### src/rtl/stack_sequencer.sv
// Command sequencer for a WebAssembly-style operand stack: validates commands against a
// shadow depth count, drives the stack op/data pins in order and reports completion.
module stack_sequencer #(
  parameter int WIDTH    = 8,
  parameter int CAPACITY = 128,
  parameter int DW       = $clog2(CAPACITY + 1)
) (
  input  logic             clk,
  input  logic             reset,
  input  logic             cmd_valid,
  output logic             cmd_ready,
  input  logic [3:0]       cmd_op,
  input  logic [WIDTH-1:0] cmd_imm,
  output logic             done,
  output logic             error,
  output logic [2:0]       err_code,
  output logic [DW-1:0]    depth,
  output logic [1:0]       stack_op,
  output logic [WIDTH-1:0] stack_data,
  input  logic [WIDTH-1:0] stack_tos,
  input  logic [1:0]       stack_status
);

  localparam int SW = (WIDTH > 1) ? $clog2(WIDTH) : 1;

  typedef enum logic [2:0] {
    S_IDLE, S_POP, S_REPL, S_PUSH, S_CHK, S_FAULT
  } state_t;

  typedef enum logic [3:0] {
    OP_NOP  = 4'd0,  OP_CONST = 4'd1,  OP_DROP = 4'd2,  OP_ADD  = 4'd3,
    OP_SUB  = 4'd4,  OP_AND   = 4'd5,  OP_OR   = 4'd6,  OP_XOR  = 4'd7,
    OP_EQ   = 4'd8,  OP_LTU   = 4'd9,  OP_SHL  = 4'd10, OP_SHRU = 4'd11
  } op_t;

  typedef enum logic [1:0] {
    SOP_NONE, SOP_PUSH, SOP_POP, SOP_REPLACE
  } sop_t;

  typedef enum logic [1:0] {
    ST_NONE, ST_EMPTY, ST_UNDERFLOW, ST_OVERFLOW
  } sstat_t;

  typedef enum logic [2:0] {
    E_NONE, E_UNDERFLOW, E_OVERFLOW, E_ILLEGAL, E_FAULT
  } err_t;

  state_t           state, state_nxt;
  op_t              op_q;
  logic [WIDTH-1:0] imm_q;
  logic [WIDTH-1:0] b_q;
  logic             accept;
  logic             is_illegal;
  logic             is_bin;
  err_t             pre_code;
  logic             fin;
  err_t             fin_code;

  function automatic logic [WIDTH-1:0] alu(input op_t op, input logic [WIDTH-1:0] a,
                                           input logic [WIDTH-1:0] b);
    logic [WIDTH-1:0] r;
    case (op)
      OP_ADD:  r = a + b;
      OP_SUB:  r = a - b;
      OP_AND:  r = a & b;
      OP_OR:   r = a | b;
      OP_XOR:  r = a ^ b;
      OP_EQ:   r = WIDTH'(a == b);
      OP_LTU:  r = WIDTH'(a < b);
      OP_SHL:  r = a << b[SW-1:0];
      OP_SHRU: r = a >> b[SW-1:0];
      default: r = '0;
    endcase
    return r;
  endfunction

  assign accept     = cmd_valid && (state == S_IDLE);
  assign is_illegal = cmd_op > 4'd11;
  assign is_bin     = (cmd_op >= 4'd3) && !is_illegal;

  // Pre-check against the shadow depth so a bad command never reaches the stack.
  always_comb begin
    pre_code = E_NONE;
    if (is_illegal)
      pre_code = E_ILLEGAL;
    else if ((is_bin && depth < DW'(2)) || (cmd_op == OP_DROP && depth == '0))
      pre_code = E_UNDERFLOW;
    else if (cmd_op == OP_CONST && depth == DW'(CAPACITY))
      pre_code = E_OVERFLOW;
  end

  // State register
  always_ff @(posedge clk or posedge reset) begin
    if (reset) state <= S_IDLE;
    else       state <= state_nxt;
  end

  // Next-state and completion decode
  always_comb begin
    state_nxt = state;
    fin       = 1'b0;
    fin_code  = E_NONE;
    case (state)
      S_IDLE: begin
        if (accept) begin
          if (pre_code != E_NONE) begin
            fin      = 1'b1;
            fin_code = pre_code;
          end else if (cmd_op == OP_NOP) begin
            fin = 1'b1;
          end else if (cmd_op == OP_CONST) begin
            state_nxt = S_PUSH;
          end else begin
            state_nxt = S_POP;
          end
        end
      end
      S_POP:  state_nxt = (op_q == OP_DROP) ? S_CHK : S_REPL;
      S_REPL: state_nxt = (stack_status == ST_UNDERFLOW) ? S_FAULT : S_CHK;
      S_PUSH: state_nxt = S_CHK;
      S_CHK: begin
        state_nxt = S_IDLE;
        fin       = 1'b1;
        if (stack_status == ST_UNDERFLOW || stack_status == ST_OVERFLOW)
          fin_code = E_FAULT;
      end
      S_FAULT: begin
        state_nxt = S_IDLE;
        fin       = 1'b1;
        fin_code  = E_FAULT;
      end
      default: state_nxt = S_IDLE;
    endcase
  end

  // Moore outputs; REPL data is the one combinational path from stack_tos (now operand a).
  always_comb begin
    cmd_ready  = (state == S_IDLE);
    stack_op   = SOP_NONE;
    stack_data = '0;
    case (state)
      S_POP:  stack_op = SOP_POP;
      S_REPL: begin
        stack_op   = SOP_REPLACE;
        stack_data = alu(op_q, stack_tos, b_q);
      end
      S_PUSH: begin
        stack_op   = SOP_PUSH;
        stack_data = imm_q;
      end
      default: ;
    endcase
  end

  // Command latches, shadow depth and registered completion status
  always_ff @(posedge clk or posedge reset) begin
    if (reset) begin
      op_q     <= OP_NOP;
      imm_q    <= '0;
      b_q      <= '0;
      depth    <= '0;
      done     <= 1'b0;
      error    <= 1'b0;
      err_code <= '0;
    end else begin
      done     <= fin;
      error    <= fin && (fin_code != E_NONE);
      err_code <= fin_code;
      if (accept) begin
        op_q  <= op_t'(cmd_op);
        imm_q <= cmd_imm;
        if (pre_code == E_NONE) begin
          if (cmd_op == OP_CONST)
            depth <= depth + DW'(1);
          else if (cmd_op != OP_NOP)
            depth <= depth - DW'(1);
        end
      end
      if (state == S_POP)
        b_q <= stack_tos;
    end
  end

endmodule

### config.mk
export PLATFORM = sky130hd
export DESIGN_NAME = stack_sequencer
export DESIGN_NICKNAME = d
export VERILOG_FILES = /design/src/rtl/stack_sequencer.sv
export SDC_FILE = /design/constraint.sdc
export NUM_CORES = 1
export LEC_CHECK = 0
export BUFFER_PORTS_ARGS = -buffer_cell sky130_fd_sc_hd__buf_2
export CAP_MARGIN = 20
export CELL_PAD_IN_SITES_DETAIL_PLACEMENT = 1
export CELL_PAD_IN_SITES_GLOBAL_PLACEMENT = 1
export CORE_MARGIN = 2
export CORE_UTILIZATION = 42
export CTS_BUF_LIST = sky130_fd_sc_hd__clkbuf_8
export CTS_CLUSTER_SIZE = 28
export DETAILED_ROUTE_END_ITERATION = 10
export GPL_ROUTABILITY_DRIVEN = 0
export MAX_ROUTING_LAYER = met4
export PLACE_DENSITY = 0.85
export SYNTH_ARGS = -nofsm -noshare
export SYNTH_HDL_FRONTEND = slang
export SYNTH_SLANG_ARGS = --single-unit
### constraint.sdc
create_clock -name clk -period 3.1 [get_ports clk]
set_clock_uncertainty 0.05 [all_clocks]
set_input_delay 0.31 -clock clk [delete_from_list [all_inputs] [get_ports clk]]
set_output_delay 0.31 -clock clk [all_outputs]
set_load 0.01 [all_outputs]
# Word-level counts from Yosys, hierarchy flattened
# Index checks and enable logic that the tools add are counted.
# W data, S select, Z words.
dict set report word_totals {
  word_cells 88
  input_bits 25
  out_inout_bits 24
  mem_bits_ro 0
  latch_bits 0
  memories 0
  ramBits 0
  reg_bits 36
}
dict set report classes {
  n_div 0
  bitwise_logic 3
  order_cmp 4
  muxes 23
  mul 0
  reduce_logical 20
  add_sub_neg 4
  eq_ne 24
  shift 2
}
# operator n
set op_table {}
lappend op_table {{$pmux W8 S9} 1}
lappend op_table {{$mux W3} 7}
lappend op_table {{$eq A4 B3 Y1 const B} 4}
lappend op_table {{$eq A4 B4 Y1 const B} 4}
lappend op_table {{$mux W8} 2}
lappend op_table {{$pmux W8 S2} 1}
lappend op_table {{$eq A4 B2 Y1 const B} 3}
lappend op_table {{$pmux W3 S4} 1}
lappend op_table {{$pmux W3 S3} 1}
lappend op_table {{$add A8 B1 Y8 const B} 1}
lappend op_table {{$add A8 B8 Y8} 1}
lappend op_table {{$and A8 B8 Y8} 1}
lappend op_table {{$eq A8 B8 Y1} 1}
lappend op_table {{$eq A8 B8 Y1 const B} 1}
lappend op_table {{$logic_not A8 Y1} 1}
lappend op_table {{$lt A8 B2 Y1 const B} 1}
lappend op_table {{$lt A8 B8 Y1} 1}
lappend op_table {{$mux W2} 4}
lappend op_table {{$or A8 B8 Y8} 1}
lappend op_table {{$shl A8 B3 Y8} 1}
lappend op_table {{$shr A8 B3 Y8} 1}
lappend op_table {{$sub A8 B1 Y8 const B} 1}
lappend op_table {{$sub A8 B8 Y8} 1}
lappend op_table {{$xor A8 B8 Y8} 1}
lappend op_table {{other kinds (22)} 38}

# Depth between registers and ports, before layout
dict set report depth {
  depth_word 13
  mapped_depth 10
  ltp_nobuf 9
}

# Worst setup path before layout
# OpenSTA, ideal clock, no wires.
dict set report synth_timing {
  kind {reg2out}
  from {register b_q[1]}
  to {output stack_data[5]}
  stages_incl_launch_ff 11
  slack_ps 269
  t_arrival_ps 2471
  required_ps 2740
  n_path_buf 2
  path_cell_list {dfrtp_1 > buf_2 > buf_2 > inv_1 > ha_1 > o21ba_2 > or4_1 > o211ai_1 > xnor2_1 > a32oi_1 > o21ai_1}
}
dict set report synth_via {
  elab_chain_cells 3
  word_cells_on_any_way 6
  classes_between {2 x add/sub; 2 x shift; 2 x mux}
}
# item line
set synth_rtl {}
lappend synth_rtl {{start: declaration} 51} ;# logic [WIDTH-1:0] b_q;
lappend synth_rtl {{start signal: assignment} 180} ;# b_q <= stack_tos;
lappend synth_rtl {{$sub A8 B8 Y8 (tied with other cells)} 64} ;# OP_SUB: r = a - b;
lappend synth_rtl {{$pmux W8 S9 *} 62} ;# case (op)
lappend synth_rtl {{$pmux W8 S2 *} 141} ;# case (state)
lappend synth_rtl {{end: declaration} 19} ;# output logic [WIDTH-1:0] stack_data,
# Every way passes the cells marked *; elsewhere a longest branch is shown, timed or not.

# Final worst setup path
dict set report layout_timing {
  from {register b_q[0]}
  to {output stack_data[6]}
}
# Same word-level chain as after synthesis.

==> qor.yml <==
synth_top_family_by_area: "compound AO/OA/AOI/OAI gates"
synthSimpleGateAreaFrac_pct: 17.8
fin_crit_sh_pct: 96.0
dr_total_vias: 3348
worstMarginPinSlew_ns: 0.590
cp_top_family: "compound AO/OA/AOI/OAI gates"
grt-ovfl-total: 0
hpwl_mm: 8.59
nNetsFinal: 520
antenna_left: 0
synth_xor_area_share_pct: 3.26
die_x_um: 95.2
fp.dieH_um: 95.2
fin_ws_ns: 0.125
area_delta_synth_final_pct: 14.0
synth_area_leaders: "dfrtp_1, ha_1, nand2_1"
io_buffers: 48
drv_cap: 0
vias_per_cell: 5.94
yosysSeqAreaShare_pct: 25.8
route.detailed.drc: 0
synth_seq_cells: 36
cts_buffers: 5
hold_viol_final: 0
num_rows: 33
reg2reg_setup_slack_ns: 0.97
hp-class: "primary input to asynchronous set/reset pin"
track_usage_pct: 26.4
clk_pin_slew_ns: 0.08
drv_slew: 0
avgSynthCellArea_um2: 8.51
clock_path_buffers: 2
drt_iter0_drc: 288
synth_ff_type: "dfrtp_1"
wl_met1_mm: 4.84
cts_tree: "built"
cpMaxStageDelayCell: "fa_1"
clk-insertion-delay-late_ns: 0.30
postCtsHoldBufs: 0
synthesis.instances: 410
synth_common_cells: "nand2_1, dfrtp_1, ha_1, inv_1, o21ai_0"
synth_edf_count: 0
cp_cell_sequence: "ha_1, fa_1, a21oi_1, o21bai_2, a31oi_1, a221o_1, a32oi_1, o21ai_0, buf_2"
reg2reg_to: "depth[1]"
grt_max_degree: 37
synthArstFlopShare_pct: 100
wl_mm: 11.0
slew_headroom_pct: 60.7
wl_per_cell_um: 19.6
synth.top_cell.area_share_pct: 25.8
synth_nets: 472
vdd_drop_max_v: 0.000469
synth_compound_area_share_pct: 21.1
synth_adder_area_share_pct: 13.9
top_layer_used: "met4"
endpoint_kind: "output pin"
clock-sinks: 36
ys_types: 59
grt_pass1_wl_mm: 17.9
start_kind: "register"
crit_arrival_ns: 2.61
root_buffer: "clkbuf_8"
power_density_nw_per_um2: 1010
rsz0062_at_grt: "false"
n_antenna_cell: 0
synthMuxAreaShare_pct: 11.5
cp_slowest_stage_delay_ns: 0.44
path_buf_inv: 1
wl_met2_mm: 5.26
setup_violations: 0
p_total_uw: 4020
yosysTopAreaCell: "dfrtp_1"
yosys_warnings: 0
fmax_ghz: 0.336
firstDrtPassIters: 5
netlist_area_um2: 3490
worstPathRequired_ns: 2.74
io_pins: 49
tns_ns: 0
h-tree-depth: 2
drive_above_1_share_pct: 22.0
crit_fanout: 3
r2r_start: "depth[1]"
wl_met3_um: 532
reg2reg_depth: 5
dpl_worst_slack_ns: 0.281
grt_pass1_vias: 3403
p_leak_uw: 0.00190
critPathKind: "register to output pin"
initial_core_util_pct: 42.9
status: "complete, no violations"
fin_crit_ns: 2.97
dieArea_um2: 9060
yosysMostFrequentCell: "nand2_1"
antenna_found_initial: 0
coreArea_um2: 8130
==> logic make-up after synthesis <==
| group | count (synthesis) |
|---|---|
| simple gates | 134 |
| xor+xnor | 13 |
| mux | 26 |
| fa+ha+maj | 37 |
| compound gates | 108 |
| flops | 36 |
| buf+inv | 56 |
==> sequential cells by signal, indices dropped and copies added (netlist names) <==
| signal | count |
|---|---|
| err_code | 3 |
| error | 1 |
| done | 1 |
| b_q | 8 |
| depth | 8 |
| op_q | 4 |
| state | 3 |
| imm_q | 8 |
==> placed cells by master (no fill, tap or decap), drive strengths merged, types with 3 or more instances in the layout <==
cell type,n
o31ai,4
mux4,9
nor3,6
o211ai,7
nor2b,4
nand2,64
nor4,3
nor2,20
nand2b,4
a22o,4
a22oi,3
clkbuf,5
o21ai,28
a211oi,5
xnor2,11
o22ai,3
and2,4
fa,3
inv,34
nand3,9
buf,65
a221oi,3
nor3b,4
and3,6
mux2i,8
mux2,9
a21o,5
ha,34
dfrtp,36
o21bai,4
a21oi,20
or4,4
or3,4
a32oi,3
==> power breakdown <==
group	internal [uW]	switching, uW	total (uW)
Combinational	1180	1570	2750
Clock	154	192	346
Sequential	688	240	928
Total	2030	2000	4020
==> stage by stage <==
step	utilization (%)	cells	hold slack (ns)	area (um^2)
floorplan	-	410	0.365	3490
global placement	47.6	555	0.395	3870
detailed placement	47.6	555	0.411	3870
CTS	48.7	563	0.0890	3960
global route	48.9	564	0.102	3980
finish	48.9	564	0.0581	3980
==> worst register-to-register path, stage by stage, from the launching register on <==
cell	delay, ns
dfrtp_1	0.45
or3_1	0.48
o31ai_1	0.31
a211oi_1	0.16
and2_4	0.25
mux2_4	0.32
==> cell type report <==
type / instances / area (um^2)
fillers: 1011 / 4150
multi-input cells: 318 / 2370
flip-flops and latches: 36 / 902
repair buffers: 65 / 368
well taps: 105 / 131
inverters: 32 / 120
clock buffers: 5 / 68.8
clock inverters: 3 / 16.3
==> metal layers <==
| layer | GRT usage, % | vias to the layer above |
|---|---|---|
| met5 | - | - |
| met4 | 10.6 | 0 |
| met3 | 4.11 | 39 |
| met2 | 41.1 | 105 |
| met1 | 34.3 | 1643 |
| li1 | - | 1561 |
==> worst max path at each step <==
| stage | startpoint | to | slack [ns] | cells after the start |
|---|---|---|---|---|
| after CTS | b_q[1] | stack_data[5] | 0.01 | 9 |
| after global placement | stack_tos[0] | stack_data[1] | 0.29 | 10 |
| after global routing | b_q[1] | stack_data[5] | 0.008 | 9 |
| after floorplan | b_q[1] | stack_data[5] | 0.27 | 10 |
| final | b_q[0] | stack_data[6] | 0.13 | 9 |
| after detailed placement | stack_tos[0] | stack_data[1] | 0.28 | 10 |
==> repair_timing <==
action / CTS / global route
gates resized for setup: 0 / 6
hold endpoints to repair: 0 / 0
endpoints found under the setup margin: 0 / 3
buffers inserted: 0 / 1
No activity file was read; power rests on OpenSTA's default activity.
